[config.mk]
export PLATFORM = sky130hd
export DESIGN_NAME = program_loader
export DESIGN_NICKNAME = d
export VERILOG_FILES = /design/src/rtl/program_loader.sv
export SDC_FILE = /design/constraint.sdc
export NUM_CORES = 1
export LEC_CHECK = 0
export BUFFER_PORTS_ARGS = -buffer_cell sky130_fd_sc_hd__buf_2
export CAP_MARGIN = 0
export CORE_UTILIZATION = 35
export DETAILED_ROUTE_END_ITERATION = 8
export PLACE_DENSITY_LB_ADDON = 0.1
export SETUP_SLACK_MARGIN = 0.3
export SLEW_MARGIN = 20
export SYNTH_ARGS = -nofsm -noshare
export SYNTH_HDL_FRONTEND = slang
export SYNTH_SLANG_ARGS = --single-unit
export TNS_END_PERCENT = 100
[constraint.sdc]
create_clock -name clk -period 2.3 [get_ports clk]
set_input_delay 0.23 -clock clk [delete_from_list [all_inputs] [get_ports clk]]
set_output_delay 0.23 -clock clk [all_outputs]
set_load 0.02 [all_outputs]
[src/rtl/program_loader.sv]
// ---------------------------------------------------------------------------
// program_loader
//
// Streams host instruction words into an instruction memory starting at a
// latched origin address. Each accepted word is written one cycle after its
// handshake, the address wraps modulo 32, and a 16-bit running checksum of the
// accepted words is kept. A load finishes with a one-cycle done pulse. Abort
// returns the block to IDLE without a done pulse.
//
// Optional feature (macro PROGRAM_LOADER_VERIFY_EN): after the load, a VERIFY
// state reads every written word back through the memory's spare read port.
// It sums the read-back data and flags error if that sum differs from the
// checksum.
//
// Ports
//   clk, reset        rising-edge clock, synchronous active-high reset
//   start, abort      begin a load / cancel the load in progress
//   origin, length    first write address, word count (0..32 valid)
//   in_valid, in_data host word handshake (in_ready is combinational)
//   in_ready          loader can accept a word this cycle
//   writeAddress/Data/Enable   registered instruction-memory write port
//   verifyAddress, verifyData  read-back port (used only with the macro)
//   busy, done, error, checksum  status
// ---------------------------------------------------------------------------
module program_loader (
    input  logic        clk,
    input  logic        reset,
    input  logic        start,
    input  logic        abort,
    input  logic [4:0]  origin,
    input  logic [5:0]  length,
    input  logic        in_valid,
    input  logic [15:0] in_data,
    output logic        in_ready,
    output logic [4:0]  writeAddress,
    output logic [15:0] writeData,
    output logic        writeEnable,
    output logic [4:0]  verifyAddress,
    input  logic [15:0] verifyData,
    output logic        busy,
    output logic        done,
    output logic        error,
    output logic [15:0] checksum
);

    typedef enum logic [1:0] {
        S_IDLE   = 2'd0,
        S_LOAD   = 2'd1,
`ifdef PROGRAM_LOADER_VERIFY_EN
        S_VERIFY = 2'd3,
`endif
        S_FIN    = 2'd2
    } state_t;

    state_t      state_q, state_d;
    logic [4:0]  origin_q, origin_d;
    logic [5:0]  len_q, len_d;
    logic [5:0]  cnt_q, cnt_d;       // words accepted so far
    logic        we_q, we_d;
    logic [4:0]  waddr_q, waddr_d;
    logic [15:0] wdata_q, wdata_d;
    logic [15:0] sum_q, sum_d;
    logic        err_q, err_d;
    logic        accept;

`ifdef PROGRAM_LOADER_VERIFY_EN
    logic [5:0]  vcnt_q, vcnt_d;     // read-back index within VERIFY
    logic [15:0] vsum_q, vsum_d;
    logic [15:0] vsum_next;
    assign vsum_next = vsum_q + verifyData;
`endif

    assign in_ready = (state_q == S_LOAD) && (cnt_q < len_q) && !abort;
    assign accept   = in_valid && in_ready;

    always_comb begin
        state_d  = state_q;
        origin_d = origin_q;
        len_d    = len_q;
        cnt_d    = cnt_q;
        we_d     = 1'b0;
        waddr_d  = waddr_q;
        wdata_d  = wdata_q;
        sum_d    = sum_q;
        err_d    = err_q;
`ifdef PROGRAM_LOADER_VERIFY_EN
        vcnt_d   = vcnt_q;
        vsum_d   = vsum_q;
`endif
        case (state_q)
            S_IDLE: begin
                // start wins over a simultaneous abort here
                if (start) begin
                    origin_d = origin;
                    len_d    = length;
                    cnt_d    = 6'd0;
                    sum_d    = 16'd0;
                    err_d    = 1'b0;
`ifdef PROGRAM_LOADER_VERIFY_EN
                    vcnt_d   = 6'd0;
                    vsum_d   = 16'd0;
`endif
                    if (length == 6'd0) begin
                        state_d = S_FIN;
                    end else if (length > 6'd32) begin
                        state_d = S_FIN;
                        err_d   = 1'b1;
                    end else begin
                        state_d = S_LOAD;
                    end
                end
            end
            S_LOAD: begin
                if (abort) begin
                    state_d = S_IDLE;
                end else if (accept) begin
                    we_d    = 1'b1;
                    waddr_d = origin_q + cnt_q[4:0];
                    wdata_d = in_data;
                    sum_d   = sum_q + in_data;
                    cnt_d   = cnt_q + 6'd1;
                end else if (cnt_q == len_q) begin
                    // All words taken; the last write is on the port this cycle.
`ifdef PROGRAM_LOADER_VERIFY_EN
                    state_d = S_VERIFY;
`else
                    state_d = S_FIN;
`endif
                end
            end
`ifdef PROGRAM_LOADER_VERIFY_EN
            S_VERIFY: begin
                if (abort) begin
                    state_d = S_IDLE;
                end else begin
                    vsum_d = vsum_next;
                    vcnt_d = vcnt_q + 6'd1;
                    if (vcnt_q + 6'd1 == len_q) begin
                        state_d = S_FIN;
                        if (vsum_next != sum_q) err_d = 1'b1;
                    end
                end
            end
`endif
            S_FIN:   state_d = S_IDLE;
            default: state_d = S_IDLE;
        endcase
    end

    always_ff @(posedge clk) begin
        if (reset) begin
            state_q  <= S_IDLE;
            origin_q <= 5'd0;
            len_q    <= 6'd0;
            cnt_q    <= 6'd0;
            we_q     <= 1'b0;
            waddr_q  <= 5'd0;
            wdata_q  <= 16'd0;
            sum_q    <= 16'd0;
            err_q    <= 1'b0;
`ifdef PROGRAM_LOADER_VERIFY_EN
            vcnt_q   <= 6'd0;
            vsum_q   <= 16'd0;
`endif
        end else begin
            state_q  <= state_d;
            origin_q <= origin_d;
            len_q    <= len_d;
            cnt_q    <= cnt_d;
            we_q     <= we_d;
            waddr_q  <= waddr_d;
            wdata_q  <= wdata_d;
            sum_q    <= sum_d;
            err_q    <= err_d;
`ifdef PROGRAM_LOADER_VERIFY_EN
            vcnt_q   <= vcnt_d;
            vsum_q   <= vsum_d;
`endif
        end
    end

    assign writeEnable  = we_q;
    assign writeAddress = waddr_q;
    assign writeData    = wdata_q;
    assign checksum     = sum_q;
    assign error        = err_q;
    assign busy         = (state_q != S_IDLE);
    assign done         = (state_q == S_FIN);

`ifdef PROGRAM_LOADER_VERIFY_EN
    assign verifyAddress = (state_q == S_VERIFY) ? (origin_q + vcnt_q[4:0]) : 5'd0;
`else
    // Read-back port is not used in this build.
    logic unused_verify_data;
    assign unused_verify_data = ^verifyData;
    assign verifyAddress      = 5'd0;
`endif

endmodule
==> metrics.txt <==
Avg Cell Area, Syn=8.18 um2; Clock Latency Late Sink=340 ps; Synth Cell Area=0.00318 mm2; minimum clock period=2170 ps; initial core utilization=0.363; # clock sinks=58; routed via count=2991; first-pass detailed-route iteration total=4; Post-Synth Adder-Cell Area=0.115; Die Ht=97.4 um; number of synthesized flops with an enable pin=0; critical path startpoint category=flip-flop; nets=563; Total GRT Usage=0.172; layout cell share with drive strength beyond 1=0.435; hold path startpoint=length[2]; Endpoint, Worst Hold=len_q[2]$_SDFFE_PP0P_; Worst VDD drop=270 uV; Synth Area in Compound Gates=0.207; cell taking the most area after synthesis=dfxtp_1; cell area after layout=0.00459 mm2; Placer Congestion=0.776; synth warn=0; Num CTS Buffers=9; cell count after synthesis=389; Antenna diodes=0; hold crit path type=input pin to flip-flop; flops & latches, synth=58; Maximum Capacitance Violations=0; relative slew slack=0.415; top-count cell post-synth=nand2_1; post-synth cell types=43; remaining antenna violation count=0; Async S/R FF share, synth=0; RSZ-0062 raised after global routing=true; largest family of logic cells by synthesized area=compound AO/OA/AOI/OAI gates; Worst R2R Start=checksum[0]$_SDFFE_PP0P_; Top Ports=95; most area-consuming cells after synthesis=dfxtp_1, ha_1, nand2_1; initial antenna violation count=0; global-route wire length before repair=13100 um; Synth top cells by count=nand2_1, dfxtp_1, a21oi_1; Remaining DRCs=0; Final WS setup=135 ps; post-synthesis sequential area ratio=0.365; # port buffers=73; Layout area overhead=44.2%; Max Freq=462 MHz; clock skew=13.8 ps; final hold slack=124 ps; Fillers=858; mux cell area share after synthesis=0; Crit path required time=2530 ps; Crit Path Max Fanout=3; Simple-Gate Fraction of Synth Area=0.202; Pwr Density=518 mW/mm2; core area=0.00876 mm2; WP data arrival=2390 ps; CTS root buf=clkbuf_8; Synth Area in XOR/XNOR=0.0550; GR Overflow Total=0; DP HPWL=5680 um; FF-to-FF path depth=9; hold path cells=3; Die ar.=0.00948 mm2; Clock Tree Buf Depth=2; leak pwr=2.09 nW; routed len/inst=14.1 um; area post-placement=0.00376 mm2; Place WS=61.5 ps; # rows=34; status=finished, final reports clean; Synth Flop Type=dfxtp_1; Final Hold Vio Count=0; final setup vio count=0; Yosys top cell area share=0.365; Slew @ Worst Pin=875 ps; Max Slew Vio Count=0; final wirelength=8460 um; number of global-route vias before repair=2729; largest net degree at the start of global routing=23; cts hold-fix bufs=0; Tot Pwr=2.38 mW; RR Endpoint=checksum[12]$_SDFFE_PP0P_; H-Tree Depth=3; Final period util=0.941; crit path kind=flip-flop to flip-flop; Clock transition at path regs=70 ps; DR iter-0 viols=60; R2R setup slack=130 ps; Horiz. Die Dim=97.4 um; Post-Route Utilization=0.524; CP Capture Type=flip-flop; CTS tree=built; Vias/cell=4.99
sequential cells by signal, indices dropped and copies added, names as in the netlist, 2 cells and up:
name,flops
checksum,16
cnt_q,6
len_q,6
origin_q,5
state_q,2
writeAddress,5
writeData,16
placed cells by master (no fill, tap or decap), types with 3 or more instances in the layout:
cell,netlist,layout
buf_2,1,72
nand2_1,83,56
dfxtp_1,58,48
a21oi_1,56,32
a21oi_2,2,26
ha_1,26,20
nand2_4,0,18
buf_4,8,17
nor2_1,19,16
clkbuf_8,0,12
xnor2_1,11,11
o21ai_0,13,10
nand3_1,10,10
inv_1,14,9
nand2_2,1,9
xor2_1,9,8
buf_6,1,8
a21o_1,7,7
a22o_1,7,7
dfxtp_2,0,7
ha_4,0,6
inv_2,0,5
nand4_1,5,5
conb_1,1,5
nor2b_1,4,4
a211oi_2,3,3
nor2_4,1,3
and3_1,3,3
o21ai_1,0,3
nand4b_1,3,3
nor3_2,3,3
dfxtp_4,0,3
buf_12,0,3
worst max-delay path: stages, from the launching register on:
cell	delay [ps]
dfxtp_4	350
ha_4	150
fa_2	370
a211oi_4	250
o21bai_1	120
a21oi_2	180
a21oi_2	90
a221oi_2	260
xnor2_1	90
a22o_1	190
worst max path at each step:
stage | start | to | slack (ps)
2_1_floorplan | checksum[0]$_SDFFE_PP0P_ | checksum[12]$_SDFFE_PP0P_ | 150
3_3_place_gp | in_data[0] | checksum[14]$_SDFFE_PP0P_ | 90
3_5_place_dp | in_data[0] | checksum[14]$_SDFFE_PP0P_ | 60
4_1_cts | checksum[0]$_SDFFE_PP0P_ | checksum[12]$_SDFFE_PP0P_ | 130
5_1_grt | checksum[0]$_SDFFE_PP0P_ | checksum[12]$_SDFFE_PP0P_ | -50
6_report | checksum[0]$_SDFFE_PP0P_ | checksum[12]$_SDFFE_PP0P_ | 130
metal layers:
layer  wire length, um  up-vias  global-route usage
met5                 0        -                   0
met1              3950     1391               0.230
met4               110        0              0.0679
li1                  -     1529                   -
met2              4130       61               0.273
met3               280       10              0.0331
report_power, final:
| part | internal (mW) | total [mW] | switching [mW] |
|---|---|---|---|
| combinational | 0.128 | 0.341 | 0.214 |
| clock | 0.589 | 0.996 | 0.407 |
| sequential | 1.03 | 1.04 | 0.0145 |
| total | 1.74 | 2.38 | 0.635 |
stage by stage:
step,TNS [ps],cells
after floorplan,0,393
after global placement,0,569
after detailed placement,0,569
after CTS,0,591
after global routing,-50.8,600
final,0,600
area by class of cell:
class | count | area [um2] | share of cell area
clock buffer | 14 | 173 | 0.0376
sequential | 58 | 1180 | 0.257
timing repair buffer | 104 | 718 | 0.156
clock inverter | 2 | 35.0 | 0.00763
tap | 108 | 135 | 0.0294
multi-input combinational | 300 | 2300 | 0.500
inverter | 14 | 52.6 | 0.0114
repair_timing:
item | in CTS | in global routing
pin swaps | 9 | 52
resized for setup | 21 | 101
cloned | 2 | 3
setup endpoints to repair | 45 | 44
buffers inserted | 4 | 6
cells by family after synthesis:
logic type      count (synthesis)
buf+inv                        36
xor+xnor                       20
other cells                     1
flops                          58
simple gates                  142
compound gates                104
fa+ha+maj                      28
No activity file was read; power rests on OpenSTA's default activity.
